--- src/rtl/mp3_frame_sync.sv ---
// mp3_frame_sync: MPEG-1 Layer III byte-stream front end.
// Finds frame sync, validates and decodes the 4-byte header, strips the
// optional CRC word and splits each frame into side-info and main-data bytes.
// Ports:
//   clk, rst_n                     clock, async active-low reset
//   axiid/axiiv                    input byte stream (no backpressure)
//   si_axiod/si_axiov              side-info byte stream
//   md_axiod/md_axiov              main-data byte stream
//   hdr_valid                      pulse: header fields below updated
//   bitrate_index .. frame_len     decoded header fields (held until next hdr_valid)
//   crc_err                        pulse on CRC mismatch
// Optional feature: define HEADER_CRC_CHECK_EN to check the CRC-16 over header
// bytes 2-3 and the side info; otherwise crc_err is tied to 0.
module mp3_frame_sync (
  input  logic        clk,
  input  logic        rst_n,
  input  logic [7:0]  axiid,
  input  logic        axiiv,
  output logic [7:0]  si_axiod,
  output logic        si_axiov,
  output logic [7:0]  md_axiod,
  output logic        md_axiov,
  output logic        hdr_valid,
  output logic [3:0]  bitrate_index,
  output logic [1:0]  sample_rate_index,
  output logic        padding,
  output logic        protection_absent,
  output logic [1:0]  mode,
  output logic [1:0]  mode_extension,
  output logic [10:0] frame_len,
  output logic        crc_err
);

  localparam int unsigned CNT_W       = 11;
  localparam int unsigned HDR_LEN     = 4;
  localparam int unsigned CRC_LEN     = 2;
  localparam int unsigned SIDE_STEREO = 32;
  localparam int unsigned SIDE_MONO   = 17;

  typedef enum logic [2:0] {SYNC0, SYNC1, HDR2, HDR3, CRC0, CRC1, SIDE, MAIN} state_t;

  state_t           state_q, state_d;
  logic [CNT_W-1:0] cnt_q, cnt_d, cnt_inc, side_end;
  logic             pa_q, pa_d, pad_q, pad_d;
  logic [3:0]       br_q, br_d;
  logic [1:0]       sr_q, sr_d;

  logic [7:0]       si_axiod_d, md_axiod_d;
  logic             si_axiov_d, md_axiov_d, hdr_valid_d;
  logic [3:0]       bitrate_index_d;
  logic [1:0]       sample_rate_index_d, mode_d, mode_extension_d;
  logic             padding_d, protection_absent_d;
  logic [10:0]      frame_len_d;

  // floor(144000*kbps/fs) for the 14 legal bitrates and 3 sample rates
  function automatic logic [10:0] base_len(input logic [3:0] br, input logic [1:0] sr);
    logic [10:0] l441, l48, l32;
    case (br)
      4'd1:    begin l441 = 11'd104;  l48 = 11'd96;  l32 = 11'd144;  end
      4'd2:    begin l441 = 11'd130;  l48 = 11'd120; l32 = 11'd180;  end
      4'd3:    begin l441 = 11'd156;  l48 = 11'd144; l32 = 11'd216;  end
      4'd4:    begin l441 = 11'd182;  l48 = 11'd168; l32 = 11'd252;  end
      4'd5:    begin l441 = 11'd208;  l48 = 11'd192; l32 = 11'd288;  end
      4'd6:    begin l441 = 11'd261;  l48 = 11'd240; l32 = 11'd360;  end
      4'd7:    begin l441 = 11'd313;  l48 = 11'd288; l32 = 11'd432;  end
      4'd8:    begin l441 = 11'd365;  l48 = 11'd336; l32 = 11'd504;  end
      4'd9:    begin l441 = 11'd417;  l48 = 11'd384; l32 = 11'd576;  end
      4'd10:   begin l441 = 11'd522;  l48 = 11'd480; l32 = 11'd720;  end
      4'd11:   begin l441 = 11'd626;  l48 = 11'd576; l32 = 11'd864;  end
      4'd12:   begin l441 = 11'd731;  l48 = 11'd672; l32 = 11'd1008; end
      4'd13:   begin l441 = 11'd835;  l48 = 11'd768; l32 = 11'd1152; end
      4'd14:   begin l441 = 11'd1044; l48 = 11'd960; l32 = 11'd1440; end
      default: begin l441 = 11'd0;    l48 = 11'd0;   l32 = 11'd0;    end
    endcase
    case (sr)
      2'd0:    return l441;
      2'd1:    return l48;
      default: return l32;
    endcase
  endfunction

  assign cnt_inc = cnt_q + CNT_W'(1);

  // Frame byte count at the last side-info byte (header + optional CRC + side info)
  always_comb begin
    side_end = CNT_W'(HDR_LEN)
             + (protection_absent ? CNT_W'(0) : CNT_W'(CRC_LEN))
             + ((mode == 2'b11) ? CNT_W'(SIDE_MONO) : CNT_W'(SIDE_STEREO));
  end

  // Next-state and next-output logic
  always_comb begin
    state_d             = state_q;
    cnt_d               = cnt_q;
    pa_d                = pa_q;
    br_d                = br_q;
    sr_d                = sr_q;
    pad_d               = pad_q;
    si_axiod_d          = si_axiod;
    si_axiov_d          = 1'b0;
    md_axiod_d          = md_axiod;
    md_axiov_d          = 1'b0;
    hdr_valid_d         = 1'b0;
    bitrate_index_d     = bitrate_index;
    sample_rate_index_d = sample_rate_index;
    padding_d           = padding;
    protection_absent_d = protection_absent;
    mode_d              = mode;
    mode_extension_d    = mode_extension;
    frame_len_d         = frame_len;
    if (axiiv) begin
      cnt_d = cnt_inc;
      case (state_q)
        SYNC0: begin
          if (axiid == 8'hFF) begin
            state_d = SYNC1;
            cnt_d   = CNT_W'(1);
          end
        end
        SYNC1: begin
          if ((axiid & 8'hFE) == 8'hFA) begin
            state_d = HDR2;
            pa_d    = axiid[0];
          end else if (axiid == 8'hFF) begin
            cnt_d = CNT_W'(1);
          end else begin
            state_d = SYNC0;
          end
        end
        HDR2: begin
          br_d  = axiid[7:4];
          sr_d  = axiid[3:2];
          pad_d = axiid[1];
          if (axiid[7:4] == 4'd0 || axiid[7:4] == 4'd15 || axiid[3:2] == 2'd3)
            state_d = SYNC0;
          else
            state_d = HDR3;
        end
        HDR3: begin
          // Publish all header fields together so they only change with hdr_valid
          hdr_valid_d         = 1'b1;
          bitrate_index_d     = br_q;
          sample_rate_index_d = sr_q;
          padding_d           = pad_q;
          protection_absent_d = pa_q;
          mode_d              = axiid[7:6];
          mode_extension_d    = axiid[5:4];
          frame_len_d         = base_len(br_q, sr_q) + 11'(pad_q);
          state_d             = pa_q ? SIDE : CRC0;
        end
        CRC0: state_d = CRC1;
        CRC1: state_d = SIDE;
        SIDE: begin
          si_axiov_d = 1'b1;
          si_axiod_d = axiid;
          if (cnt_inc == side_end) state_d = MAIN;
        end
        MAIN: begin
          md_axiov_d = 1'b1;
          md_axiod_d = axiid;
          if (cnt_inc == frame_len) state_d = SYNC0;
        end
        default: state_d = SYNC0;
      endcase
    end
  end

  // State and registered outputs
  always_ff @(posedge clk or negedge rst_n) begin
    if (!rst_n) begin
      state_q           <= SYNC0;
      cnt_q             <= '0;
      pa_q              <= 1'b0;
      br_q              <= '0;
      sr_q              <= '0;
      pad_q             <= 1'b0;
      si_axiod          <= '0;
      si_axiov          <= 1'b0;
      md_axiod          <= '0;
      md_axiov          <= 1'b0;
      hdr_valid         <= 1'b0;
      bitrate_index     <= '0;
      sample_rate_index <= '0;
      padding           <= 1'b0;
      protection_absent <= 1'b0;
      mode              <= '0;
      mode_extension    <= '0;
      frame_len         <= '0;
    end else begin
      state_q           <= state_d;
      cnt_q             <= cnt_d;
      pa_q              <= pa_d;
      br_q              <= br_d;
      sr_q              <= sr_d;
      pad_q             <= pad_d;
      si_axiod          <= si_axiod_d;
      si_axiov          <= si_axiov_d;
      md_axiod          <= md_axiod_d;
      md_axiov          <= md_axiov_d;
      hdr_valid         <= hdr_valid_d;
      bitrate_index     <= bitrate_index_d;
      sample_rate_index <= sample_rate_index_d;
      padding           <= padding_d;
      protection_absent <= protection_absent_d;
      mode              <= mode_d;
      mode_extension    <= mode_extension_d;
      frame_len         <= frame_len_d;
    end
  end

`ifdef HEADER_CRC_CHECK_EN
  logic [15:0] crc_q, crc_d, crc_word_q, crc_word_d;
  logic        chk_q, chk_d, crc_err_d;

  // CRC-16, polynomial 0x8005, one byte MSB first
  function automatic logic [15:0] crc16_byte(input logic [15:0] c, input logic [7:0] b);
    logic [15:0] r;
    logic [7:0]  d;
    logic        fb;
    r = c;
    d = b;
    for (int i = 0; i < 8; i++) begin
      fb = r[15] ^ d[7];
      r  = {r[14:0], 1'b0};
      if (fb) r = r ^ 16'h8005;
      d  = {d[6:0], 1'b0};
    end
    return r;
  endfunction

  // Running CRC; compare is deferred one cycle past the last side-info output
  always_comb begin
    crc_d      = crc_q;
    crc_word_d = crc_word_q;
    chk_d      = 1'b0;
    crc_err_d  = chk_q && (crc_q != crc_word_q);
    if (axiiv) begin
      case (state_q)
        SYNC1:      crc_d = 16'hFFFF;
        HDR2, HDR3: crc_d = crc16_byte(crc_q, axiid);
        CRC0:       crc_word_d[15:8] = axiid;
        CRC1:       crc_word_d[7:0]  = axiid;
        SIDE: begin
          crc_d = crc16_byte(crc_q, axiid);
          if (cnt_inc == side_end) chk_d = !protection_absent;
        end
        default: ;
      endcase
    end
  end

  always_ff @(posedge clk or negedge rst_n) begin
    if (!rst_n) begin
      crc_q      <= 16'hFFFF;
      crc_word_q <= '0;
      chk_q      <= 1'b0;
      crc_err    <= 1'b0;
    end else begin
      crc_q      <= crc_d;
      crc_word_q <= crc_word_d;
      chk_q      <= chk_d;
      crc_err    <= crc_err_d;
    end
  end
`else
  assign crc_err = 1'b0;
`endif

endmodule

--- config.mk ---
export PLATFORM = sky130hd
export DESIGN_NAME = mp3_frame_sync
export DESIGN_NICKNAME = d
export VERILOG_FILES = /design/src/rtl/mp3_frame_sync.sv
export SDC_FILE = /design/constraint.sdc
export NUM_CORES = 1
export LEC_CHECK = 0
export CELL_PAD_IN_SITES_DETAIL_PLACEMENT = 0
export CELL_PAD_IN_SITES_GLOBAL_PLACEMENT = 1
export CORE_UTILIZATION = 30
export CTS_CLUSTER_DIAMETER = 150
export DETAILED_ROUTE_END_ITERATION = 16
export GPL_ROUTABILITY_DRIVEN = 0
export PLACE_DENSITY_LB_ADDON = 0.1
export REMOVE_ABC_BUFFERS = 1
export SKIP_CTS_REPAIR_TIMING = 1
export SLEW_MARGIN = 20
export SYNTH_ARGS = -nofsm -noshare
export SYNTH_HDL_FRONTEND = slang
export SYNTH_SLANG_ARGS = --single-unit
--- constraint.sdc ---
create_clock -name clk -period 6.3 [get_ports clk]
set_clock_uncertainty 0.1 [all_clocks]
set_input_delay 1.26 -clock clk [delete_from_list [all_inputs] [get_ports clk]]
set_output_delay 1.26 -clock clk [all_outputs]
set_load 0.02 [all_outputs]
---- Word level (Yosys, flattened, before mapping) ----
Memories as Yosys holds them, arrays and structs flattened.
Cells that the tools add are included.
storage, ports and cells
  flip-flop bits (word level) ............. 64
  memory bits (read-only) ................. 432
  output and inout bits ................... 43
  memories ................................ 1
operators by class
  $add $sub $neg .......................... 4
  eq/ne operators ......................... 19
  muxes and demuxes ....................... 22
  reductions and logical operators ........ 11
memories
  name              words  width  read ports  clocked after memory_dff  wr ports  line  text
  (name not given)  16     27     1           0                         0         58    case (br)
operator list
  cell                   count
  $mux 11                4
  $pmux 11 s2            2
  $pmux 3 s8             1
  $mux 3                 5
  $eq 3x3->1 const B     4
  $add 11x1->11          1
  $add 11x1->11 const B  1
  $eq 11x11->1           1
  $eq 11x7->1            1
  $eq 8x8->1 const B     1
  $reduce_and 2->1       4
  $add 4x6->7            1
  $eq 7x7->1 const B     1
  $eq 3x2->1 const B     2
  $mux 1                 6
  $mux 2                 3
  $mux 6                 1
  $ne 2x2->1 const B     3
  $reduce_and 5->1       1
  $add 3x2->4 const A    1
  $eq 2x2->1 const B     2
  $eq 4x4->1 const B     1
  $logic_not 4->1        1
  $eq 3x1->1 const B     1
  other kinds (6)        7

---- Depth between registers and ports, before layout ----
Gate-level depths: netlist (run 1).
  depth after elaboration ................. 6
  depth in mapped cells ................... 12
  mapped depth without buffers ............ 11

---- Worst setup path before layout (run 1) ----
No wires, ideal clock.
  kind .................................... register -> register
  from .................................... register br_q[0]
  to ...................................... register frame_len[9]
  setup time .............................. 0.131 ns
  data arrival time ....................... 2.621 ns
  required time ........................... 6.069 ns
  setup slack ............................. 3.448 ns
  cell stages (with the launch flop) ...... 12
  buffers on the path ..................... 1
  clock period less this slack ............ 2.852 ns
  cell sequence ........................... dfrtp_1 -> inv_1 -> ha_1 -> buf_2 -> mux2_4 -> mux4_2 -> nor2_2 -> a21oi_2 -> or3_4 -> nor3_2 -> xnor2_1 -> o21ai_1
on the way
  cells in the longest elaborated chain, start to end .. 5
ends and longest elaborated chain
  item                    line  text
  start, declared         45    logic [3:0] br_q, br_d;
  start signal, assigned  193   br_q <= br_d;
  $mem_v2 16x27           --
  $pmux 11 s2             75    case (sr)
  $mux 11                 113   case (state_q)
  $mux 11                 111   if (axiiv) begin
  $add 11x1->11           148   frame_len_d = base_len(br_q, sr_q) + 11'(pad_q);
  end signal, assigned    207   frame_len <= frame_len_d;
  end, declared           30    output logic [10:0] frame_len,
No other way between the ends. The select of a mux whose other input is x is not followed.
A chain may end at the register's enable or synchronous reset.

---- Final worst setup path (run 1) ----
  from .................................... register br_q[2]
  to ...................................... register frame_len[9]
The elaborated chain is that of the path after synthesis.

==> results of run 1 <==
-- layout make-up --
cell class / instances / share of cell area
Multi-Input combinational cell: 377 / 0.4607
Sequential cell: 64 / 0.3224
Timing Repair Buffer: 56 / 0.1098
Clock buffer: 11 / 0.04685
Tap cell: 176 / 0.04433
Inverter: 15 / 0.01134
Clock inverter: 4 / 0.004534
-- logic make-up after synthesis --
family,Yosys count,share of synthesized area
AOI/OAI and AO/OA,108,0.1677
DFF,64,0.3904
and+or+nand+nor,210,0.2336
other,1,0.0009140
buffers and inverters,48,0.05306
adders and majority gates,13,0.03965
muxes,18,0.05367
xor gates and xnor gates,27,0.06099
-- worst max-delay path: stages, from the launching register on --
cell      delay, ns
dfrtp_1        0.97
clkinv_1       0.57
ha_1           0.54
nor2_1         0.07
a311oi_1       0.26
o31ai_1        0.14
or3_4          0.36
nor3_2         0.19
xnor2_1        0.14
o21ai_1        0.07
-- registers in the layout, indices dropped and copies added, names as in the netlist --
signal / cells
sr_q: 2
protection_absent: 1
md_axiod: 8
mode: 2
cnt_q: 11
br_q: 4
frame_len: 11
md_axiov: 1
state_q: 3
pad_q: 1
mode_extension: 2
padding: 1
si_axiov: 1
bitrate_index: 4
pa_q: 1
sample_rate_index: 2
hdr_valid: 1
si_axiod: 8
-- power breakdown --
group | internal, uW | total [uW] | switching, uW
registers | 564 | 804 | 240
logic | 606 | 1310 | 709
clock network | 262 | 449 | 187
-- through the flow --
step	hold slack, ns	cells	total power [uW]	worst slack, ns	utilization
6_report	0.3725	703	2567	2.764	0.3736
4_1_cts	0.3766	703	2593	2.763	0.3736
3_5_place_dp	0.3626	688	2124	2.625	0.3544
3_3_place_gp	0.3593	688	2123	2.729	0.3544
2_1_floorplan	0.3635	456	1612	2.925	-
5_1_grt	0.3962	703	2770	2.368	0.3736
-- layout by cell type (no fill, tap or decap), types with 3 or more instances in the layout --
| cell type | synthesis | final |
|---|---|---|
| o21ai_0 | 40 | 40 |
| a211oi_1 | 3 | 3 |
| nand3_1 | 12 | 12 |
| and3_1 | 3 | 3 |
| xor2_1 | 10 | 10 |
| a21oi_1 | 21 | 21 |
| nor2b_1 | 6 | 6 |
| nor2_1 | 27 | 27 |
| clkinv_2 | 0 | 3 |
| clkbuf_16 | 0 | 9 |
| clkinv_1 | 3 | 3 |
| inv_1 | 12 | 12 |
| mux2_2 | 8 | 8 |
| mux2i_1 | 7 | 7 |
| buf_4 | 2 | 4 |
| o41ai_1 | 3 | 3 |
| nand2_1 | 124 | 124 |
| nand2b_1 | 5 | 5 |
| clkdlybuf4s50_1 | 0 | 51 |
| o31ai_1 | 9 | 8 |
| ha_1 | 13 | 13 |
| nor3_1 | 9 | 9 |
| dfrtp_1 | 64 | 64 |
| a311oi_1 | 3 | 3 |
| nor3b_1 | 5 | 5 |
| xnor2_1 | 16 | 16 |
-- per-layer routing --
metal  track usage  routed length [um]  up-vias
met5             0                   0        -
met1        0.2264                5431     1673
li1              -                   -     1747
met4       0.04668                 195        0
met3       0.04215                 366       15
met2        0.2803                5400       67
-- how the worst min path moves through the flow --
stage	startpoint	end	slack (ns)	cells after the start
5_1_grt	si_axiod[6]	si_axiod[6]	0.40	2
4_1_cts	md_axiod[6]	md_axiod[6]	0.38	2
6_report	md_axiod[6]	md_axiod[6]	0.37	2
3_3_place_gp	si_axiod[5]	si_axiod[5]	0.36	2
2_1_floorplan	pad_q	padding	0.36	2
3_5_place_dp	md_axiod[6]	md_axiod[6]	0.36	2
==> out/summary.txt, run 1 <==
status -> finished, final reports clean
CP arrival -> 3.65 ns
count of final setup violators -> 0
final net count -> 547
area delta synth->final -> 21.07%
Unique masters post-synth -> 68
Post-DP Area -> 0.004712 mm2
Reg area -> 0.001602 mm2
Async SR Flop Fraction -> 1.000
Remaining DRCs -> 0
vias in the first global route -> 3,514
core box area -> 0.01330 mm2
synth warn -> 0
Ant. Diodes -> 0
PD cells -> 516.8 mW/mm2
Inserted Clock Buffers -> 9
CTS tree -> done
Filler cells -> 1,395
largest net degree at the start of global routing -> 65
Rows -> 42
Die ar. -> 0.01415 mm2
Max-Cap Viols -> 0
TritonCTS sink count -> 64
Hold Crit Class -> reg -> reg
fin crit share -> 0.5612
PortBufs -> 52
CP Launch Type -> flip-flop
fmax -> 0.2828 GHz
crit path from -> br_q[2]
I/O Pins -> 54
drt initial violations -> 189
Post-Syn Area -> 0.004103 mm2
synth top area cells -> dfrtp_1 (39%), nand2_1 (11%), o21ai_0 (4.9%)
initial core utilization -> 0.3086
Post-Route WL -> 11,390 um
Worst-path clk slew -> 0.05 ns
min Tclk post-route -> 3.536 ns
Seq/Total Area, Yosys -> 0.3904
gr usage total -> 0.1720
Post-synth EDFFs -> 0
Yosys reg bits -> 64
vias per cell -> 4.982
vias post-DR -> 3,502
leakage -> 0.002132 uW
reg2reg end -> frame_len[9]
Chip Height -> 118.9 um
Slew HR -> 0.3592
Final Cell Area -> 0.004967 mm2
Avg Cell Area, Syn -> 8.390 um2
Crit. End Element -> flip-flop
final hold vios -> 0
drt first pass iters -> 4
WL/cell -> 16.21 um
Synth Flop Type -> dfrtp_1
worst skew pair latency -> 0.34 ns
flop2flop setup slack -> 2.76 ns
cell count after synthesis -> 489
area leader, netlist -> dfrtp_1
area of the multi-input gates -> 0.002288 mm2
r2r startpoint -> br_q[2]
setup TNS -> 0 ns
layout cell share with drive strength beyond 1 -> 0.07400
Final Max Slew Viols -> 0
worst-path fanout max -> 31
Crit Path Class -> reg -> reg
Max VDD drop -> 0.2182 mV
die width -> 118.9 um
H-tree levels -> 3
Worst setup endpoint -> frame_len[9]
unrepaired setup endpoints after global routing -> false
CP Data Required Time -> 6.41 ns
Synth top cells by count -> nand2_1 (124), dfrtp_1 (64), o21ai_0 (40)
Clock Path Buffers -> 2
Yosys top cell area share -> 0.3904
FF-to-FF path depth -> 9
slew at the pin closest to its max-slew limit -> 0.9612 ns
total gr overflow -> 0
Antenna Nets Post-Route -> 0
HPWL Detailed -> 7864 um
initial antenna violation count -> 0
count leader, synth -> nand2_1
first-pass GRT wire length -> 19,000 um
clk root buf -> clkbuf_16
No activity file was read; power rests on OpenSTA's default activity.
==> run 2, diff against run 1 <==
clock period = 3.45 ns   (was 6.3 ns; I/O delays follow)
==> run 2 against run 1 <==
- routed wire length up 0.22%
- fmax up 14%
- largest power group unchanged
- critical path depth up 1
- cell count up 1.6%
- core utilization up 1.2 points
- critical path type unchanged
- die area unchanged
- combinational power up 89%
- cell area up 3.1%
==> out/summary.txt, run 2 (synthesized netlist as in run 1, its figures left out) <==
status -> finished, final reports clean
final hold vios -> 0
vias post-DR -> 3,559
FF-to-FF path depth -> 10
Top Registers -> cnt_q x11, frame_len x11
Remaining DRCs -> 0
clk root buf -> clkbuf_16
fin crit share -> 0.8954
most common cell after layout, fill and taps aside -> nand2_1
CP Data Required Time -> 3.56 ns
worst-path fanout max -> 9
Chip Height -> 118.9 um
drt initial violations -> 207
Inserted Clock Buffers -> 9
min Tclk post-route -> 3.089 ns
largest net degree at the start of global routing -> 36
total gr overflow -> 0
Slew HR -> 0.4810
Clock Path Buffers -> 2
Worst-path clk slew -> 0.06 ns
I/O Pins -> 54
unrepaired setup endpoints after global routing -> false
die width -> 118.9 um
Crit. End Element -> flip-flop
fmax -> 0.3237 GHz
initial core utilization -> 0.3086
r2r startpoint -> br_q[0]
Final Max Slew Viols -> 0
PortBufs -> 52
worst skew pair latency -> 0.33 ns
TritonCTS sink count -> 64
largest stage delay on the critical path -> 0.51 ns
HPWL Detailed -> 8204 um
count of final setup violators -> 0
drt first pass iters -> 4
Hold Crit Class -> in -> async
vias per cell -> 4.985
Placed Cells -> 698
critical path depth in cells -> 10
slew at the pin closest to its max-slew limit -> 0.7785 ns
Max VDD drop -> 0.3782 mV
CTS tree -> done
CP arrival -> 3.20 ns
critical path buffer and inverter count -> 1
leakage -> 0.002220 uW
WL/cell -> 15.99 um
gr usage total -> 0.1743
PD cells -> 957.1 mW/mm2
non-filler instance count after layout -> 714
CP delay by family, top -> multiplexers
vias in the first global route -> 3,532
first-pass GRT wire length -> 19,200 um
final net count -> 557
setup TNS -> 0 ns
H-tree levels -> 3
Critical-path top delay cell -> dfrtp_1
initial antenna violation count -> 0
most frequent cells in the layout -> nand2_1 (124), dfrtp_1 (64), clkdlybuf4s50_1 (51)
total power -> 4902 uW
Rows -> 42
Crit Path Class -> reg -> reg
Final Util -> 0.3852
layout cell share with drive strength beyond 1 -> 0.09480
Antenna Nets Post-Route -> 0
crit path from -> br_q[0]
Ant. Diodes -> 0
area delta synth->final -> 24.82%
Max-Cap Viols -> 0
Die ar. -> 0.01415 mm2
cells along the critical path -> inv_1 -> ha_1 -> mux2_4 -> mux4_2 -> nor2_2 -> a21oi_2 -> or3_4 -> nor3_2 -> xnor2_1 -> o21ai_1
Post-Route WL -> 11,420 um
CP Launch Type -> flip-flop
core box area -> 0.01330 mm2
run 2: final cells by class:
type | instances | area [um2]
clock buffers | 11 | 242.7
clock inverters | 5 | 78.83
fillers | 1370 | 8174
inverters | 15 | 56.30
multi-input cells | 377 | 2288
flip-flops and latches | 64 | 1602
well taps | 176 | 220.2
repair buffers | 66 | 633.1
run 2: power breakdown:
group / internal, uW / switching, uW / total [uW]
logic: 1150 / 1320 / 2470
clock network: 653 / 352 / 1000
registers: 1030 / 397 / 1430
total: 2840 / 2070 / 4900
run 2: per-layer routing:
metal / part of all wire / vias to the layer above / wire [um] / track usage
met5: 0 / - / 0 / 0
met3: 0.025 / 12 / 280 / 0.02586
li1: - / 1773 / - / -
met1: 0.50 / 1717 / 5687 / 0.2403
met2: 0.46 / 57 / 5274 / 0.2719
met4: 0.015 / 0 / 175 / 0.07278
run 2: worst paths after layout:
path,to,slack [ns]
setup / recovery,frame_len[9],0.36
min in group clk,si_axiod[5],0.37
max in group asynchronous,br_q[3],2.25
hold / removal,pa_q,0.34
setup reg to reg,frame_len[9],0.36
hold reg to reg,si_axiod[5],0.37
run 2: per-stage QoR:
step	area, um2	hold WS (ns)	worst slack, ns
2_1_floorplan	3941	0.2944	0.5288
3_3_place_gp	4800	0.3592	0.4303
3_5_place_dp	4800	0.3618	0.3690
4_1_cts	5121	0.3521	0.3495
5_1_grt	5121	0.3701	0.1611
6_report	5121	0.3361	0.3608
